## src/rtl/c_stick_sprite_renderer.sv

```systemverilog
// C-stick sprite pipeline stage: per-frame slew-limited sprite position from the stick axes,
// per-pixel ROM addressing, and colour-key transparency on the registered ROM data.
module c_stick_sprite_renderer #(
    parameter int          SPRITE_W    = 52,
    parameter int          SPRITE_H    = 52,
    parameter int          BASE_X      = 400,
    parameter int          BASE_Y      = 300,
    parameter int          SHIFT       = 2,
    parameter int          MAX_OFFSET  = 24,
    parameter int          MAX_STEP    = 4,
    parameter logic [11:0] TRANSPARENT = 12'h000
) (
    input  logic        clk,
    input  logic        reset,
    input  logic [9:0]  x,
    input  logic [9:0]  y,
    input  logic        video_on,
    input  logic        frame_start,
    input  logic [7:0]  stick_x,
    input  logic [7:0]  stick_y,
    output logic [5:0]  rom_row,
    output logic [5:0]  rom_col,
    input  logic [11:0] rom_color,
    output logic        pixel_valid,
    output logic [11:0] pixel_color
);

    localparam logic [9:0]         BASE_X10 = 10'(BASE_X);
    localparam logic [9:0]         BASE_Y10 = 10'(BASE_Y);
    localparam logic signed [10:0] BASE_X11 = 11'(BASE_X);
    localparam logic signed [10:0] BASE_Y11 = 11'(BASE_Y);
    localparam logic signed [10:0] W11      = 11'(SPRITE_W);
    localparam logic signed [10:0] H11      = 11'(SPRITE_H);
    localparam logic signed [8:0]  OFF9     = 9'(MAX_OFFSET);
    localparam logic signed [11:0] STEP12   = 12'(MAX_STEP);
    localparam logic [9:0]         STEP10   = 10'(MAX_STEP);

    logic [9:0]         cur_x;
    logic [9:0]         cur_y;
    logic signed [10:0] off_x;
    logic signed [10:0] off_y;
    logic signed [10:0] tgt_x;
    logic signed [10:0] tgt_y;
    logic signed [10:0] dx;
    logic signed [10:0] dy;
    logic               in_box;
    logic               v1;
    logic               v2;
    logic               opaque;

    function automatic logic signed [10:0] stick_offset(input logic [7:0] stick);
        logic signed [8:0] s;
        logic signed [8:0] o;
        s = $signed({1'b0, stick}) - 9'sd128;
        o = s >>> SHIFT;
        if (o > OFF9)
            o = OFF9;
        else if (o < -OFF9)
            o = -OFF9;
        return {{2{o[8]}}, o};
    endfunction

    function automatic logic [9:0] slew(input logic [9:0] cur, input logic signed [10:0] tgt);
        logic signed [11:0] diff;
        diff = {tgt[10], tgt} - $signed({2'b00, cur});
        if (diff > STEP12)
            return cur + STEP10;
        else if (diff < -STEP12)
            return cur - STEP10;
        else
            return cur + diff[9:0];
    endfunction

    // Stick "up" raises the sprite, hence the subtraction on y.
    assign off_x = stick_offset(stick_x);
    assign off_y = stick_offset(stick_y);
    assign tgt_x = BASE_X11 + off_x;
    assign tgt_y = BASE_Y11 - off_y;

    always_ff @(posedge clk) begin
        if (reset) begin
            cur_x <= BASE_X10;
            cur_y <= BASE_Y10;
        end else if (frame_start) begin
            cur_x <= slew(cur_x, tgt_x);
            cur_y <= slew(cur_y, tgt_y);
        end
    end

    assign dx     = $signed({1'b0, x}) - $signed({1'b0, cur_x});
    assign dy     = $signed({1'b0, y}) - $signed({1'b0, cur_y});
    assign in_box = video_on && (dx >= 11'sd0) && (dx < W11) && (dy >= 11'sd0) && (dy < H11);
    assign opaque = v2 && (rom_color != TRANSPARENT);

    always_ff @(posedge clk) begin
        if (reset) begin
            rom_row     <= '0;
            rom_col     <= '0;
            v1          <= 1'b0;
            v2          <= 1'b0;
            pixel_valid <= 1'b0;
            pixel_color <= '0;
        end else begin
            rom_col     <= in_box ? dx[5:0] : 6'd0;
            rom_row     <= in_box ? dy[5:0] : 6'd0;
            v1          <= in_box;
            v2          <= v1;
            pixel_valid <= opaque;
            pixel_color <= opaque ? rom_color : 12'h000;
        end
    end

endmodule

```

## config.mk

```make
export PLATFORM = sky130hd
export DESIGN_NAME = c_stick_sprite_renderer
export DESIGN_NICKNAME = d
export VERILOG_FILES = /design/src/rtl/c_stick_sprite_renderer.sv
export SDC_FILE = /design/constraint.sdc
export NUM_CORES = 1
export LEC_CHECK = 0
export BUFFER_PORTS_ARGS = -buffer_cell sky130_fd_sc_hd__buf_4
export CAP_MARGIN = 40
export CORE_MARGIN = 2
export CORE_UTILIZATION = 54
export DETAILED_ROUTE_END_ITERATION = 10
export PLACE_DENSITY = 0.79
export SETUP_SLACK_MARGIN = 0.05
export SYNTH_ARGS = -nofsm -noshare
export SYNTH_HDL_FRONTEND = slang
export SYNTH_SLANG_ARGS = --single-unit
```

## constraint.sdc

```tcl
create_clock -name clk -period 4.06 [get_ports clk]
set_input_delay 0.406 -clock clk [delete_from_list [all_inputs] [get_ports clk]]
set_output_delay 0.406 -clock clk [all_outputs]
set_load 0.005 [all_outputs]
```

==> impl_metrics.prom, run 1 <==
# TYPE chip_impl_metric gauge
chip_impl_metric{name="antenna_left",unit=""} 0
chip_impl_info{name="netlist_top_cells_area",value="sky130_fd_sc_hd__ha_1, sky130_fd_sc_hd__dfxtp_1, sky130_fd_sc_hd__inv_1"} 1
chip_impl_metric{name="globalRoute.totalOverflow",unit=""} 0
chip_impl_metric{name="port_buffers",unit=""} 72
chip_impl_metric{name="synth-async-reset-ratio",unit="%"} 0
chip_impl_metric{name="worstHoldPathCells",unit=""} 2
chip_impl_metric{name="cts.clk_slew.worst_paths",unit="ns"} 0.09
chip_impl_metric{name="vias_per_cell",unit=""} 5.82
chip_impl_metric{name="antenna_found_initial",unit=""} 0
chip_impl_metric{name="whs",unit="ns"} 0.313
chip_impl_info{name="synth_top_flop_cell",value="sky130_fd_sc_hd__dfxtp_1"} 1
chip_impl_metric{name="distinct_cell_type_count_of_the_synthesized_netlist",unit=""} 84
chip_impl_metric{name="number_of_buffers_created_by_cts",unit=""} 5
chip_impl_metric{name="maxClockFrequency",unit="GHz"} 0.248
chip_impl_metric{name="crit_path_max_incr_delay",unit="ns"} 0.42
chip_impl_metric{name="fp.coreArea",unit="sq um"} 9770
chip_impl_metric{name="max_slew_margin",unit="%"} 58.7
chip_impl_metric{name="drtIter0Drc",unit=""} 314
chip_impl_metric{name="syn2layout_area_growth",unit="%"} 27.8
chip_impl_metric{name="ir_drop",unit="mV"} 0.561
chip_impl_metric{name="globalRouteTotalUtil",unit="%"} 26.0
chip_impl_metric{name="finalNetCount",unit=""} 950
chip_impl_metric{name="dpl.hpwl",unit="um"} 11500
chip_impl_metric{name="synth_sequential_area_ratio",unit="%"} 17.3
chip_impl_metric{name="cp_max_fo",unit=""} 3
chip_impl_metric{name="die-area",unit="sq um"} 10900
chip_impl_metric{name="fillers",unit=""} 796
chip_impl_metric{name="route.detailed.wl_per_inst",unit="um"} 15.4
chip_impl_metric{name="place_congestion",unit=""} 0.923
chip_impl_metric{name="initial_core_util",unit="%"} 55.7
chip_impl_metric{name="slew_viol_final",unit=""} 0
chip_impl_metric{name="maxCapViolations",unit=""} 0
chip_impl_metric{name="synthCells",unit=""} 681
chip_impl_metric{name="finalSetupViolCount",unit=""} 0
chip_impl_metric{name="cts.sink_count",unit=""} 47
chip_impl_metric{name="synth_edf_count",unit=""} 0
chip_impl_metric{name="postPlaceCellArea",unit="sq um"} 6610
chip_impl_info{name="critical_path_class",value="in2reg"} 1
chip_impl_metric{name="fp.dieW",unit="um"} 104
chip_impl_metric{name="clk_path_buf_depth",unit=""} 2
chip_impl_metric{name="report.final.hold_viol_count",unit=""} 0
chip_impl_info{name="root_buffer",value="sky130_fd_sc_hd__clkbuf_8"} 1
chip_impl_metric{name="setup_total_negative_slack",unit="ns"} 0
chip_impl_info{name="timing.critical_path.to_type",value="flip-flop"} 1
chip_impl_metric{name="worstSkewPairLatency",unit="ns"} 0.31
chip_impl_metric{name="avgSynthCellArea",unit="sq um"} 8.00
chip_impl_metric{name="timing.final.crit_share",unit="%"} 99.3
chip_impl_metric{name="die-height",unit="um"} 104
chip_impl_metric{name="syn-num-nets",unit=""} 818
chip_impl_info{name="cpMaxStageDelayCell",value="sky130_fd_sc_hd__fa_2"} 1
chip_impl_metric{name="antennaDiodeCount",unit=""} 0
chip_impl_metric{name="required",unit="ns"} 4.24
chip_impl_metric{name="top_level_ports",unit=""} 77
chip_impl_metric{name="syn-cell-area",unit="sq um"} 5450
chip_impl_metric{name="drc_violation_count_after_routing",unit=""} 0
chip_impl_metric{name="ys_ff_latch",unit=""} 47
chip_impl_metric{name="drive_gt1_share",unit="%"} 27.9
chip_impl_metric{name="final.min_clock_period",unit="ns"} 4.03
chip_impl_metric{name="pin_count_of_the_biggest_net_entering_global_routing",unit=""} 29
chip_impl_info{name="outcome",value="finished clean"} 1
chip_impl_metric{name="total_number_of_yosys_warnings",unit=""} 0
chip_impl_info{name="synth_top_area_cell",value="sky130_fd_sc_hd__ha_1"} 1
chip_impl_metric{name="post_cts_hold_buffer_count",unit=""} 0
chip_impl_metric{name="first_pass_iters",unit=""} 5
chip_impl_metric{name="power.static_leakage",unit="uW"} 0.00319
chip_impl_metric{name="cts.htree.levels",unit=""} 2
chip_impl_metric{name="first_global_vias",unit=""} 5460
chip_impl_info{name="grt_setup_unrepaired",value="yes"} 1
chip_impl_info{name="worstHoldPathType",value="in2reg"} 1
chip_impl_metric{name="yosys.area.top_type_share",unit="%"} 17.9
chip_impl_metric{name="postLayoutCoreUtil",unit="%"} 71.2
chip_impl_info{name="cts_tree",value="built"} 1
chip_impl_metric{name="grt_pass1_wl",unit="um"} 24100
chip_impl_metric{name="finalClockSkew",unit="ns"} 0.0191
chip_impl_metric{name="floorplan.rows",unit=""} 36
chip_impl_info{name="setup.worst_path.start_class",value="primary input"} 1
chip_impl_metric{name="timing_worst_slew_pin_value",unit="ns"} 0.619
chip_impl_metric{name="arrival",unit="ns"} 4.22
chip_impl_info{name="crit_chain",value="buf_8 -> nor3_4 -> nor2_4 -> and2_4 -> ha_1 -> inv_2 -> ha_4 -> fa_2 -> xor2_2 -> ha_4 -> and3_4 -> a2111o_1 -> a21o_1 -> a21oi_2 -> o21ai_2 -> xor2_1 -> a31o_1 -> a21oi_2 -> mux2_4"} 1
chip_impl_metric{name="power.density",unit="nW/um^2"} 620
chip_impl_metric{name="num_vias",unit=""} 5510
chip_impl_metric{name="wirelength",unit="um"} 14600
chip_impl_metric{name="worst_r2r_path_depth",unit=""} 15
chip_impl_metric{name="final_cell_area",unit="sq um"} 6960
-- Yosys cell counts (10+ instances only) --
library cell,count
sky130_fd_sc_hd__nor4_1,11
sky130_fd_sc_hd__and2_1,19
sky130_fd_sc_hd__xnor2_1,18
sky130_fd_sc_hd__o21a_1,10
sky130_fd_sc_hd__o21ai_0,40
sky130_fd_sc_hd__nor3_1,28
sky130_fd_sc_hd__nor2_1,44
sky130_fd_sc_hd__nand2_1,30
sky130_fd_sc_hd__xor2_1,13
sky130_fd_sc_hd__and3_1,10
sky130_fd_sc_hd__dfxtp_1,47
sky130_fd_sc_hd__ha_1,78
sky130_fd_sc_hd__a21o_1,11
sky130_fd_sc_hd__nor3b_1,10
sky130_fd_sc_hd__inv_1,71
sky130_fd_sc_hd__nand3_1,21
sky130_fd_sc_hd__a21oi_1,29
sky130_fd_sc_hd__clkbuf_1,10
-- path summary, 6_finish.rpt --
| check | from | to | slack [ns] |
|---|---|---|---|
| min reg2reg | v1$_SDFF_PP0_ | v2$_SDFF_PP0_ | 0.45 |
| max reg2reg | cur_y[6]$_SDFFE_PP0P_ | cur_y[9]$_SDFFE_PP0P_ | 0.21 |
| max | stick_y[6] | cur_y[9]$_SDFFE_PP0P_ | 0.03 |
| min | rom_color[5] | pixel_color[5]$_SDFF_PP0_ | 0.31 |
-- logic make-up (layout without fill, tap and decap cells) --
group	Yosys count	in the layout	share of synthesized area, %
multiplexers	10	10	2.09
buffers and inverters	92	225	7.60
flip-flops	47	47	17.3
AND/OR/NAND/NOR	234	234	23.8
adder cells (fa/ha/maj)	85	85	20.5
AO/OA/AOI/OAI	182	182	23.8
XOR/XNOR	31	31	4.98
-- where the power goes --
part / total [uW] / internal (uW) / switching [uW]
Clock: 353 / 184 / 169
Sequential: 563 / 502 / 60.3
Combinational: 3400 / 1660 / 1740
Total: 4320 / 2340 / 1970
-- registers in the layout (all words and copies together), names as in the netlist --
signal	count
v2	1
cur_y	10
pixel_color	12
pixel_valid	1
rom_col	6
cur_x	10
rom_row	6
v1	1
-- cells in the final DEF, fill, tap and decap left out, types with 10 or more instances in the layout --
master                      n
sky130_fd_sc_hd__ha_1      70
sky130_fd_sc_hd__o21ai_0   36
sky130_fd_sc_hd__nor2_1    39
sky130_fd_sc_hd__and2_1    15
sky130_fd_sc_hd__a21o_1    11
sky130_fd_sc_hd__nand2_1   30
sky130_fd_sc_hd__xnor2_1   18
sky130_fd_sc_hd__buf_4    141
sky130_fd_sc_hd__dfxtp_1   47
sky130_fd_sc_hd__inv_1     68
sky130_fd_sc_hd__nor3_1    25
sky130_fd_sc_hd__xor2_1    11
sky130_fd_sc_hd__nand3_1   21
sky130_fd_sc_hd__o21a_1    10
sky130_fd_sc_hd__a21oi_1   26
sky130_fd_sc_hd__nor3b_1   10
-- worst max-delay path, delay by kind of cell --
kind / cells / cell delay, ns
buffers and inverters: 2 / 0.14
AO/OA/AOI/OAI: 6 / 1.22
AND/OR/NAND/NOR: 4 / 0.58
multiplexers: 1 / 0.30
XOR/XNOR: 2 / 0.46
adder cells (fa/ha/maj): 4 / 1.12
-- per-stage QoR --
stage               power [uW]  instances  setup WS [ns]
floorplan                 2700        681         0.0538
global placement          3570        936         -0.163
detailed placement        3710        937         -0.288
CTS                       4090        947         0.0510
global route              4680        947        -0.0957
finish                    4320        947         0.0285
-- routing by layer --
metal | vias up | GRT usage [%] | wire length (um)
li1 | 2755 | - | -
met1 | 2584 | 30.6 | 6170
met2 | 138 | 48.0 | 7460
met3 | 33 | 4.07 | 584
met4 | 0 | 8.11 | 364
met5 | - | 0 | 0
-- layout make-up --
cell class | instances | area (sq um) | share of cell area (%)
clock inverters | 3 | 43.8 | 0.629
repair buffers | 145 | 1110 | 15.9
clock buffers | 5 | 68.8 | 0.988
flip-flops and latches | 47 | 941 | 13.5
well taps | 133 | 166 | 2.39
inverters | 72 | 273 | 3.92
multi-input cells | 542 | 4360 | 62.6
-- repair_timing --
| item | in CTS | in global routing |
|---|---|---|
| resized for setup | 0 | 48 |
| setup endpoints to repair | 1 | 20 |
| setup buffers | 2 | 0 |
| pin swaps | 2 | 32 |
| cloned | 0 | 0 |
(Power assumes the default switching activity.)
==> inputs of run 2 (changes only) <==
Settings changed: CAP_MARGIN 40 to default, PLACE_DENSITY 0.79 to 0.87, RECOVER_POWER from default to 25.
==> run 2 against run 1 <==
Sequential share of layout area down 0.12 points. Register-to-register slack worse by 0.11 ns. First-iteration DRC count up 39%. Combinational power up 4%. Critical path type unchanged.
==> impl_metrics.prom, run 2 (synthesis gave the netlist of run 1 again) <==
# TYPE chip_impl_metric gauge
chip_impl_metric{name="fp.dieW",unit="um"} 104
chip_impl_metric{name="clk_path_buf_depth",unit=""} 2
chip_impl_info{name="cts_tree",value="built"} 1
chip_impl_metric{name="postLayoutCoreUtil",unit="%"} 72.0
chip_impl_metric{name="timing.final.crit_share",unit="%"} 99.4
chip_impl_metric{name="initial_core_util",unit="%"} 55.7
chip_impl_metric{name="maxClockFrequency",unit="GHz"} 0.248
chip_impl_metric{name="slew_viol_final",unit=""} 0
chip_impl_metric{name="worst_slack",unit="ns"} 0.0262
chip_impl_metric{name="first_global_vias",unit=""} 5599
chip_impl_info{name="route.top_layer_used",value="met4"} 1
chip_impl_metric{name="wirelength",unit="um"} 16500
chip_impl_metric{name="syn2layout_area_growth",unit="%"} 29.1
chip_impl_info{name="biggestRegsByFlops",value="pixel_color x12, cur_x x10, cur_y x10"} 1
chip_impl_metric{name="dpl.hpwl",unit="um"} 11800
chip_impl_metric{name="route.met3.wl",unit="um"} 903
chip_impl_metric{name="power.switching",unit="uW"} 2100
chip_impl_metric{name="finalNetCount",unit=""} 952
chip_impl_metric{name="seq_power_share",unit="%"} 12.6
chip_impl_info{name="critical_path_class",value="in2reg"} 1
chip_impl_metric{name="wl_met2",unit="um"} 8450
chip_impl_info{name="root_buffer",value="sky130_fd_sc_hd__clkbuf_8"} 1
chip_impl_metric{name="antennaDiodeCount",unit=""} 0
chip_impl_metric{name="num_vias",unit=""} 5871
chip_impl_metric{name="first_pass_iters",unit=""} 6
chip_impl_metric{name="ir_drop",unit="mV"} 0.575
chip_impl_metric{name="vias_per_cell",unit=""} 6.19
chip_impl_metric{name="timing_worst_slew_pin_value",unit="ns"} 1.16
chip_impl_metric{name="antenna_found_initial",unit=""} 0
chip_impl_info{name="worstHoldPathType",value="in2reg"} 1
chip_impl_metric{name="power.combinational.fraction",unit="%"} 78.4
chip_impl_metric{name="wirelength_met1",unit="um"} 6480
chip_impl_metric{name="largest_register_ffs",unit=""} 12
chip_impl_info{name="setup.worst_path.start_class",value="primary input"} 1
chip_impl_metric{name="die-area",unit="sq um"} 10900
chip_impl_metric{name="drc_violation_count_after_routing",unit=""} 0
chip_impl_metric{name="worstSkewPairLatency",unit="ns"} 0.31
chip_impl_metric{name="fp.coreArea",unit="sq um"} 9770
chip_impl_metric{name="cts.sink_count",unit=""} 47
chip_impl_metric{name="grt_pass1_wl",unit="um"} 24700
chip_impl_metric{name="maxCapViolations",unit=""} 0
chip_impl_info{name="top_register",value="pixel_color"} 1
chip_impl_metric{name="top_level_ports",unit=""} 77
chip_impl_metric{name="crit_path_max_incr_delay",unit="ns"} 0.64
chip_impl_metric{name="fillers",unit=""} 722
chip_impl_metric{name="floorplan.rows",unit=""} 36
chip_impl_metric{name="die-height",unit="um"} 104
chip_impl_metric{name="internal_power",unit="uW"} 2420
chip_impl_metric{name="finalClockSkew",unit="ns"} 0.00856
chip_impl_metric{name="globalRoute.totalOverflow",unit=""} 0
chip_impl_metric{name="finalSetupViolCount",unit=""} 0
chip_impl_metric{name="globalRouteTotalUtil",unit="%"} 26.7
chip_impl_metric{name="number_of_buffers_created_by_cts",unit=""} 5
chip_impl_metric{name="port_buffers",unit=""} 72
chip_impl_metric{name="cts.htree.levels",unit=""} 2
chip_impl_metric{name="power.density",unit="nW/um^2"} 643
chip_impl_metric{name="p_clk_share",unit="%"} 9.1
chip_impl_metric{name="drtIter0Drc",unit=""} 435
chip_impl_metric{name="cp_max_fo",unit=""} 3
chip_impl_metric{name="place.detailed.instances",unit=""} 934
chip_impl_info{name="critical_path.top_delay_family",value="simple AND/OR/NAND/NOR gates"} 1
chip_impl_metric{name="drive_gt1_share",unit="%"} 27.7
chip_impl_info{name="outcome",value="finished clean"} 1
chip_impl_metric{name="final.min_clock_period",unit="ns"} 4.03
chip_impl_metric{name="max_slew_margin",unit="%"} 21.9
chip_impl_info{name="timing.critical_path.to_type",value="flip-flop"} 1
chip_impl_metric{name="worstPathBufferInverterCount",unit=""} 3
chip_impl_metric{name="arrival",unit="ns"} 4.27
chip_impl_metric{name="pin_count_of_the_biggest_net_entering_global_routing",unit=""} 29
chip_impl_info{name="mostFrequentLayoutCells",value="sky130_fd_sc_hd__buf_4, sky130_fd_sc_hd__inv_1, sky130_fd_sc_hd__ha_1"} 1
chip_impl_info{name="cpMaxStageDelayCell",value="sky130_fd_sc_hd__or4b_1"} 1
chip_impl_metric{name="antenna_left",unit=""} 0
chip_impl_metric{name="place_congestion",unit=""} 0.892
chip_impl_metric{name="route.detailed.wl_per_inst",unit="um"} 17.4
chip_impl_info{name="crit_chain",value="buf_4 -> nor3_4 -> nor2_4 -> and2_4 -> ha_4 -> inv_2 -> ha_4 -> fa_2 -> a211oi_2 -> nor2_1 -> xor2_2 -> or4b_1 -> nor4_4 -> buf_4 -> nand3_1 -> mux2i_4 -> a32oi_1 -> a21oi_1"} 1
chip_impl_metric{name="report.final.hold_viol_count",unit=""} 0
chip_impl_metric{name="power.static_leakage",unit="uW"} 0.00319
chip_impl_info{name="layout_commonest_cell",value="sky130_fd_sc_hd__buf_4"} 1
chip_impl_metric{name="post_cts_hold_buffer_count",unit=""} 0
chip_impl_metric{name="cts.clk_slew.worst_paths",unit="ns"} 0.09
chip_impl_metric{name="dp_worst_setup_slack",unit="ns"} -0.273
chip_impl_metric{name="final_cell_count_no_fill",unit=""} 949
chip_impl_metric{name="required",unit="ns"} 4.29
chip_impl_metric{name="switching_part_of_the_total_power",unit="%"} 46.4
run 2: cell count changes in the layout (fill, tap and decap cells not counted), moves of 2 or more:
cell | previous run | this run
sky130_fd_sc_hd__nor4_1 | 9 | 11
sky130_fd_sc_hd__nor2_2 | 3 | 1
sky130_fd_sc_hd__ha_1 | 70 | 68
sky130_fd_sc_hd__buf_6 | 1 | 3
sky130_fd_sc_hd__nor4_2 | 3 | 0
sky130_fd_sc_hd__nand3_2 | 0 | 2
sky130_fd_sc_hd__buf_4 | 141 | 127
sky130_fd_sc_hd__ha_4 | 7 | 10
sky130_fd_sc_hd__nor3_2 | 4 | 2
sky130_fd_sc_hd__clkbuf_4 | 0 | 17
sky130_fd_sc_hd__nor2_4 | 3 | 5
sky130_fd_sc_hd__nand3_1 | 21 | 19
run 2: per-stage QoR:
step           total power (uW)  area [sq um]  hold WS (ns)  TNS [ns]
2_1_floorplan              2700          5510         0.414         0
3_5_place_dp               3680          6580         0.444     -3.02
5_1_grt                    4800          7030         0.301    -0.459
4_1_cts                    4130          6720         0.302         0
6_report                   4520          7030         0.314         0
3_3_place_gp               3510          6580         0.437     -1.04
run 2: metal layers:
metal	track usage [%]	vias up
met2	49.3	257
met4	10.1	0
met3	3.76	72
met5	0	-
li1	-	2757
met1	30.9	2785
run 2: final timing paths:
check,from,end,slack (ns),cells after the start
worst min-delay path,rom_color[5],pixel_color[5]$_SDFF_PP0_,0.31,2
worst min register to register,v1$_SDFF_PP0_,v2$_SDFF_PP0_,0.46,1
worst max register to register,cur_x[3]$_SDFFE_PP0P_,cur_x[9]$_SDFFE_PP0P_,0.10,17
worst max-delay path,stick_y[6],cur_y[6]$_SDFFE_PP0P_,0.03,18
run 2: area by class of cell:
cell class | count | area, sq um | share of cell area, %
inverters | 72 | 270 | 3.84
clock inverters | 2 | 60.1 | 0.854
flip-flops and latches | 47 | 942 | 13.4
repair buffers | 147 | 1110 | 15.8
multi-input cells | 542 | 4410 | 62.7
well taps | 133 | 166 | 2.37
clock buffers | 6 | 72.6 | 1.03
run 2: power by group through the flow:
stage | registers (uW) | logic (uW) | clock network, uW
3_5_place_dp | 572 | 3100 | 0
6_report | 567 | 3540 | 410
2_1_floorplan | 556 | 2150 | 0
3_3_place_gp | 568 | 2940 | 0
5_1_grt | 569 | 3800 | 432
4_1_cts | 561 | 3160 | 417
run 2: repair_timing:
action,in CTS,in global routing
pin swaps,0,44
resized for setup,2,50
endpoints found under the setup margin,2,15
buffers inserted,0,7
